<file path="src/rtl/mips_pkg.sv">
// mips_pkg: control bundle widths, bundle bit positions and ALU control
// encodings shared across the 5-stage MIPS pipeline.
//   WB bundle  = {RegWrite, MemtoReg}
//   M bundle   = {Branch, MemRead, MemWrite}
//   EX bundle  = {RegDst, ALUSrc, ALUControl[3:0]}
package mips_pkg;

    localparam int WB_W = 2;
    localparam int M_W  = 3;
    localparam int EX_W = 6;

    localparam int REG_WRITE_BIT = 1;
    localparam int MEMTOREG_BIT  = 0;
    localparam int BRANCH_BIT    = 2;
    localparam int MEM_READ_BIT  = 1;
    localparam int MEM_WRITE_BIT = 0;

    typedef enum logic [3:0] {
        ALU_AND = 4'b0000,
        ALU_OR  = 4'b0001,
        ALU_ADD = 4'b0010,
        ALU_SRL = 4'b0011,
        ALU_SUB = 4'b0110,
        ALU_SLT = 4'b0111,
        ALU_XOR = 4'b1001,
        ALU_SLL = 4'b1010,
        ALU_SRA = 4'b1011,
        ALU_NOR = 4'b1100
    } alu_ctrl_e;

endpackage

</file>
<file path="src/rtl/load_use_detect.sv">
// load_use_detect: combinational load-use hazard check between the
// instruction in EX and the instruction currently in ID.
//   ex_valid    : EX holds a real instruction
//   ex_mem_read : MemRead bit of the EX M bundle (EX is a load)
//   ex_rt       : destination register of the load
//   id_rs/id_rt : source fields of the ID instruction
//   lu          : 1 = ID needs the load result before it exists
module load_use_detect #(
    parameter int REG_AW = 5
) (
    input  logic              ex_valid,
    input  logic              ex_mem_read,
    input  logic [REG_AW-1:0] ex_rt,
    input  logic [REG_AW-1:0] id_rs,
    input  logic [REG_AW-1:0] id_rt,
    output logic              lu
);

    // Both source fields are compared regardless of opcode; a load into $0
    // never creates a dependency because $0 is hard-wired.
    assign lu = ex_valid & ex_mem_read & (ex_rt != {REG_AW{1'b0}})
              & ((ex_rt == id_rs) | (ex_rt == id_rt));

endmodule

</file>
<file path="src/rtl/id_ex_stage.sv">
// id_ex_stage: ID/EX pipeline register with load-use bubble insertion.
//   clk, rst_n          : clock, synchronous active-low reset
//   stall_i             : global freeze, all state held
//   flush_i             : squash the ID instruction (branch/jump taken)
//   id_wb/id_m/id_ex    : control bundles from decode
//   id_*_data, id_imm, id_pc4, id_rs/rt/rd, id_shamt : decoded operands
//   ex_*                : registered copies presented to EX
//   ex_valid            : 1 = real instruction, 0 = bubble
//   hazard_stall_o      : combinational, hold PC and IF/ID this cycle
//   bubble_count_o      : saturating count of load-use bubbles
module id_ex_stage
    import mips_pkg::*;
#(
    parameter int DATA_W = 32,
    parameter int REG_AW = 5,
    parameter int CNT_W  = 16
) (
    input  logic              clk,
    input  logic              rst_n,
    input  logic              stall_i,
    input  logic              flush_i,
    input  logic [WB_W-1:0]   id_wb,
    input  logic [M_W-1:0]    id_m,
    input  logic [EX_W-1:0]   id_ex,
    input  logic [DATA_W-1:0] id_rs_data,
    input  logic [DATA_W-1:0] id_rt_data,
    input  logic [DATA_W-1:0] id_imm,
    input  logic [DATA_W-1:0] id_pc4,
    input  logic [REG_AW-1:0] id_rs,
    input  logic [REG_AW-1:0] id_rt,
    input  logic [REG_AW-1:0] id_rd,
    input  logic [4:0]        id_shamt,
    output logic [WB_W-1:0]   ex_wb,
    output logic [M_W-1:0]    ex_m,
    output logic [EX_W-1:0]   ex_ex,
    output logic [DATA_W-1:0] ex_rs_data,
    output logic [DATA_W-1:0] ex_rt_data,
    output logic [DATA_W-1:0] ex_imm,
    output logic [DATA_W-1:0] ex_pc4,
    output logic [REG_AW-1:0] ex_rs,
    output logic [REG_AW-1:0] ex_rt,
    output logic [REG_AW-1:0] ex_rd,
    output logic [4:0]        ex_shamt,
    output logic              ex_valid,
    output logic              hazard_stall_o,
    output logic [CNT_W-1:0]  bubble_count_o
);

    logic lu_s;

    load_use_detect #(.REG_AW(REG_AW)) u_load_use_detect (
        .ex_valid    (ex_valid),
        .ex_mem_read (ex_m[MEM_READ_BIT]),
        .ex_rt       (ex_rt),
        .id_rs       (id_rs),
        .id_rt       (id_rt),
        .lu          (lu_s)
    );

    // A squashed instruction will never execute, so it must not hold the front end.
    assign hazard_stall_o = lu_s & ~flush_i;

    // Pipeline register: freeze > flush bubble > load-use bubble > load.
    always_ff @(posedge clk) begin
        if (!rst_n) begin
            ex_wb          <= {WB_W{1'b0}};
            ex_m           <= {M_W{1'b0}};
            ex_ex          <= {EX_W{1'b0}};
            ex_rs_data     <= {DATA_W{1'b0}};
            ex_rt_data     <= {DATA_W{1'b0}};
            ex_imm         <= {DATA_W{1'b0}};
            ex_pc4         <= {DATA_W{1'b0}};
            ex_rs          <= {REG_AW{1'b0}};
            ex_rt          <= {REG_AW{1'b0}};
            ex_rd          <= {REG_AW{1'b0}};
            ex_shamt       <= 5'd0;
            ex_valid       <= 1'b0;
            bubble_count_o <= {CNT_W{1'b0}};
        end else if (stall_i) begin
            ex_valid <= ex_valid;
        end else if (flush_i || lu_s) begin
            // Control is zeroed explicitly: the decode default has RegWrite=1,
            // so forwarding the ID bundle would not be a harmless no-op.
            // Operand registers simply hold.
            ex_wb    <= {WB_W{1'b0}};
            ex_m     <= {M_W{1'b0}};
            ex_ex    <= {EX_W{1'b0}};
            ex_valid <= 1'b0;
            if (!flush_i && (bubble_count_o != {CNT_W{1'b1}})) begin
                bubble_count_o <= bubble_count_o + CNT_W'(1);
            end
        end else begin
            ex_wb      <= id_wb;
            ex_m       <= id_m;
            ex_ex      <= id_ex;
            ex_rs_data <= id_rs_data;
            ex_rt_data <= id_rt_data;
            ex_imm     <= id_imm;
            ex_pc4     <= id_pc4;
            ex_rs      <= id_rs;
            ex_rt      <= id_rt;
            ex_rd      <= id_rd;
            ex_shamt   <= id_shamt;
            ex_valid   <= 1'b1;
        end
    end

endmodule
</file>
<file path="config.mk">
export PLATFORM = sky130hd
export DESIGN_NAME = id_ex_stage
export DESIGN_NICKNAME = d
export VERILOG_FILES = /design/src/rtl/mips_pkg.sv /design/src/rtl/load_use_detect.sv /design/src/rtl/id_ex_stage.sv
export SDC_FILE = /design/constraint.sdc
export NUM_CORES = 1
export LEC_CHECK = 0
export ABC_AREA = 1
export CORE_MARGIN = 2
export CORE_UTILIZATION = 35
export CTS_CLUSTER_DIAMETER = 50
export DETAILED_ROUTE_END_ITERATION = 8
export PLACE_DENSITY = 0.72
export SYNTH_ARGS = -nofsm -noshare
export SYNTH_HDL_FRONTEND = slang
export SYNTH_HIERARCHICAL = 1
export SYNTH_SLANG_ARGS = --single-unit
</file>
<file path="constraint.sdc">
create_clock -name clk -period 3.4 [get_ports clk]
set_input_delay 0.68 -clock clk [delete_from_list [all_inputs] [get_ports clk]]
set_output_delay 0.68 -clock clk [all_outputs]
set_load 0.02 [all_outputs]
</file>
Yosys cells after proc, flatten, opt, wreduce, memory -nomap -nowiden. Index checks and enable logic that the tools add are counted.

Add/sub/neg operators: 1. Equality and inequality tests: 3. Mux-type cells: 4. Bitwise logic cells: 8. Reductions and logical operators: 6.

Operators with widths (number): adder 16 x 1 -> 16 bit, second input constant (1); inequality test 16 bit, second input constant (1); == test 5 bit (2); two-way mux 6 bit (1); nonzero test 5 bit (1); bitwise AND 1 bit (4); two-way mux 3 bit (1); NOT 1 bit (3); AND reduction 3 bit (1); two-way mux 2 bit (1); AND reduction 2 bit (1); logical AND 1 bit (1); logical NOT 1 bit (1); logical OR 1 bit (1); two-way mux 1 bit (1); OR 1 bit (1).

Bits in registers: 176. Output and inout bits: 177.

Depth between registers and ports, before layout.
Word-level depth: 6. Mapped depth: 14. Depth with buffers taken out: 14.

Cells and area by module. Netlist, hierarchy kept.

By module, submodules not included: id_ex_stage (instances 1, cells an instance 854, area an instance 6496.2 µm², sequential area each 3523.4 µm²); load_use_detect (instances 1, cells an instance 45, area an instance 202.7 µm², sequential area each 0.0 µm²).

Worst setup path before layout. No wires, ideal clock.

Path type: in2reg. Start: input port id_rt[4]. End: register bubble_count_o[3]. Setup time: 143 ps. Data arrival time: 2123 ps. Data required time: 3257 ps. Path slack: 1134 ps. Stages: 14. Buffers on the path: 1. Cells stage by stage: inv_1 > nand2_1 > nand2_2 > nor2_2 > nand3_1 > a21oi_2 > inv_1 > nor2_1 > nand2_1 > inv_1 > nand2_4 > buf_12 > nand2_1 > a21oi_2.

Word-level cells in the longest chain between the ends: 5.

RTL lines: start, declared (line id_ex_stage.sv:30) `input logic [REG_AW-1:0] id_rt,`; == test 5 bit (line load_use_detect.sv:22) `& ((ex_rt == id_rs) | (ex_rt == id_rt));`; OR 1 bit (line load_use_detect.sv:22); bitwise AND 1 bit (line load_use_detect.sv:22); net lu_s (line id_ex_stage.sv:49) `logic lu_s;`; logical OR 1 bit (line id_ex_stage.sv:81) `end else if (flush_i || lu_s) begin`; AND reduction 3 bit (no line); end signal, assigned (line id_ex_stage.sv:78) `bubble_count_o <= {CNT_W{1'b0}};`; end signal, assigned (line id_ex_stage.sv:90) `bubble_count_o <= bubble_count_o + CNT_W'(1);`; end, declared (line id_ex_stage.sv:46) `output logic [CNT_W-1:0] bubble_count_o`.

The timed path passes the listed nets, and every way through them passes these cells. A chain may end at the register's enable or synchronous reset.

Worst setup path in the final report.
Start: input port id_rs[3]. End: output port hazard_stall_o.

Word-level cells in the longest chain between the ends: 4.

RTL lines: start, declared (line id_ex_stage.sv:29) `input logic [REG_AW-1:0] id_rs,`; == test 5 bit (line load_use_detect.sv:22); OR 1 bit (line load_use_detect.sv:22); bitwise AND 1 bit (line load_use_detect.sv:22); net lu_s (line id_ex_stage.sv:49); bitwise AND 1 bit (line id_ex_stage.sv:61) `assign hazard_stall_o = lu_s & ~flush_i;`; end, declared (line id_ex_stage.sv:45) `output logic hazard_stall_o,`.

The timed path passes the listed nets, and every way through them passes these cells.

==> run summary <==
Initial antenna violation count - 0
Seq cells post-synth - 176
Drt via density - 4.58
VDD IR max - 332 uV
Min-delay src - ex_wb[0]
Root Buffer - clkbuf_16
Detailed placer's ending HPWL - 15500 um
Max-slew violations - 0
Total vias in the final route - 6650
Reg2reg end - ex_wb[1]
Crit-path max cell delay - 0.51 ns
Ant diodes - 0
Clock buffer depth - 2
Drt wl/cell - 14.8 um
Synthesized instance count - 899
Most numerous cell in the Yosys netlist - nor2_1
Most used DFF post-synth - dfxtp_1
WL final - 21600 um
Critical Path Fanout Max - 3
Most frequent cells after synthesis - 326 x nor2_1, 176 x dfxtp_1, 150 x o21ai_0
Synth area leaders - dfxtp_1 53%, nor2_1 18%, o21ai_0 11%, nand2_1 4.9%, clkbuf_1 2.1%
YS warnings - 6
IO Pins - 340
Achievable Freq - 348 MHz
Mapped Nets - 1063
PD cells - 470 nW/um2
Vias in the first global route - 6137
Hold EP - ex_wb[0]
Worst setup SP type - input port
Setup Total Neg Slack - 0 ns
Post-layout util - 57.5%
Slowest stage cell, crit path - clkdlybuf4s50_1
Worst-path cell chain - clkdlybuf4s50_1 > nand2_1 > inv_1 > nor2_1 > nor2_1 > nand3_1 > a21oi_2 > inv_1 > nor2_1 > dlymetal6s2s_1
EDFF count, synth - 0
Async SR Flop Fraction - 0%
Tcrit/Tclk final - 84.4%
Crit Path Class - input port to output pin
Status - finished, final reports clean
Distinct cells, synth - 27
WL met2 - 10600 um
Max cap viols - 0
DRC marker count from the first detailed-route iteration - 281
Worst reg-to-reg setup slack - 1.17 ns
Clk_lat worst skew - 0.42 ns
Area growth, synth to finish - 61.1%
Total CTS buffers - 17
# hold bufs at CTS - 0
Sink Count - 176
Post-CTS setup repair buffer count - 0
Final setup violation count - 0
Grt ovf - 0
WL met1 - 8560 um
Reg2Reg Depth - 11
# rows - 50
Layout cells sized above 1 - 6.07%
Seq/Total Area, Yosys - 52.6%
Largest net degree at the start of global routing - 133
Fin crit period - 2.87 ns
Starting Density - 35.7%
Die area - 20300 um2
Die Height - 142 um
Worst min path class - flop to flop
RSZ-0062 raised after global routing - false
DIE WIDTH - 142 um
Crit path DAT - 2.19 ns
Routed Antenna Nets - 0
Post-CTS Resized - 0
Final nets - 1372
Endpoint type of the worst setup path - output pin
Final Hold Viols - 0
Crit-path most repeated cell - nor2_1
WL met3 - 1880 um
First-pass DRT Iterations - 4
Clock transition at path regs - 0.06 ns
Clk_skew - 0.0131 ns
Critical Path RT - 2.72 ns
Global-route usage over all layers - 20.8%
Synth Cell Area - 6700 um2
Leak pwr - 4.14 nW
Core box area - 18800 um2
Max transition margin - 41.6%
Final RePlAce weighted congestion - 0.827
FF-to-FF Start - ex_rt[3]
Hold Crit Depth - 2
Max layer used - met4
Dominant cell type by area after synthesis - dfxtp_1
Port Buf Inserts - 339
Slew @ Worst Pin - 0.874 ns
Htree depth - 4
First-pass GRT wire length - 33000 um
Share of the synthesized area in the top cell type - 52.6%
Post-route DRC - 0
Avg Cell Area, Syn - 7.45 um2
TritonCTS clock tree - yes
## power by group
| part | leakage (nW) | switching [mW] | internal [mW] |
|---|---|---|---|
| clock network | 0.275 | 0.855 | 1.09 |
| logic | 2.42 | 0.428 | 0.453 |
| registers | 1.45 | 0.0628 | 2.18 |
| total | 4.14 | 1.35 | 3.73 |
## critical path: cells and delay by family
family	cells	cell delay, ns
AND/OR/NAND/NOR	5	0.44
AO/OA/AOI/OAI	1	0.19
buffers and inverters	4	0.88
## area by class of cell
type | count | area (um2)
Clock buffer | 17 | 425
Multi-Input combinational cell | 638 | 2810
Fill cell | 1774 | 7980
Tap cell | 234 | 293
Timing Repair Buffer | 345 | 3460
Inverter | 30 | 121
Sequential cell | 176 | 3520
Clock inverter | 13 | 151
## worst max path at each step
stage	cells after the start	slack (ns)	startpoint	endpoint
global route	10	0.33	id_rt[4]	hazard_stall_o
detailed placement	10	0.13	id_rt[4]	hazard_stall_o
floorplan	14	1.13	id_rt[4]	bubble_count_o[3]
global placement	10	0.15	id_rs[4]	hazard_stall_o
CTS	10	0.12	id_rt[4]	hazard_stall_o
finish	10	0.53	id_rs[3]	hazard_stall_o
## per-layer routing
metal  vias up  track usage (%)
li1       3459                -
met1      2941             23.4
met2       216             35.9
met3        34             8.31
met4         0             7.30
met5         -                0
## stage by stage
stage	power, mW	cell area [um2]	hold WS (ns)	std cells	worst slack (ns)
5_1_grt	5.30	10800	0.481	1453	0.325
3_5_place_dp	3.18	10200	0.457	1423	0.127
4_1_cts	5.14	10800	0.464	1453	0.124
3_3_place_gp	3.17	10200	0.452	1423	0.152
2_1_floorplan	2.68	6700	0.540	899	1.13
6_report	5.07	10800	0.464	1453	0.530
## flip-flops by register name, summed over array words and instances, names as in the netlist, 3 cells and up
register        cells
ex_shamt            5
ex_rt               5
bubble_count_o     16
ex_ex               6
ex_rs               5
ex_rs_data         32
ex_imm             32
ex_rd               5
ex_rt_data         32
ex_pc4             32
ex_m                3
## placed cells by master, fill, tap and decap left out
cell | Yosys | final
a21oi_1 | 14 | 14
nand2_2 | 9 | 8
a21oi_2 | 11 | 11
nor3_1 | 1 | 1
inv_8 | 0 | 1
nor2_1 | 326 | 326
dlymetal6s2s_1 | 0 | 1
buf_12 | 1 | 2
inv_6 | 0 | 5
nor2_2 | 6 | 6
clkinvlp_4 | 0 | 3
dfxtp_1 | 176 | 176
nand4_1 | 4 | 4
clkdlybuf4s50_1 | 0 | 337
inv_1 | 23 | 23
clkinv_4 | 1 | 2
nand3b_1 | 2 | 2
xor2_1 | 4 | 4
clkbuf_16 | 0 | 17
clkinv_2 | 1 | 2
nor2_4 | 2 | 2
inv_4 | 0 | 1
nand3_1 | 14 | 14
nand2_1 | 88 | 88
nand2_4 | 2 | 3
o21ai_0 | 150 | 150
ha_1 | 1 | 1
inv_2 | 5 | 4
xnor2_1 | 4 | 4
buf_4 | 0 | 5
bufinv_16 | 0 | 2
## logic make-up (layout without fill, tap and decap cells)
family	Yosys count	count (layout)	share of synthesized area, %
fa+ha+maj	1	1	0.187
buf+inv	85	405	5.49
flops	176	176	52.6
simple gates	454	454	27.0
compound gates	175	175	13.7
xor+xnor	8	8	1.05
Power figures use the tool's default switching activity.
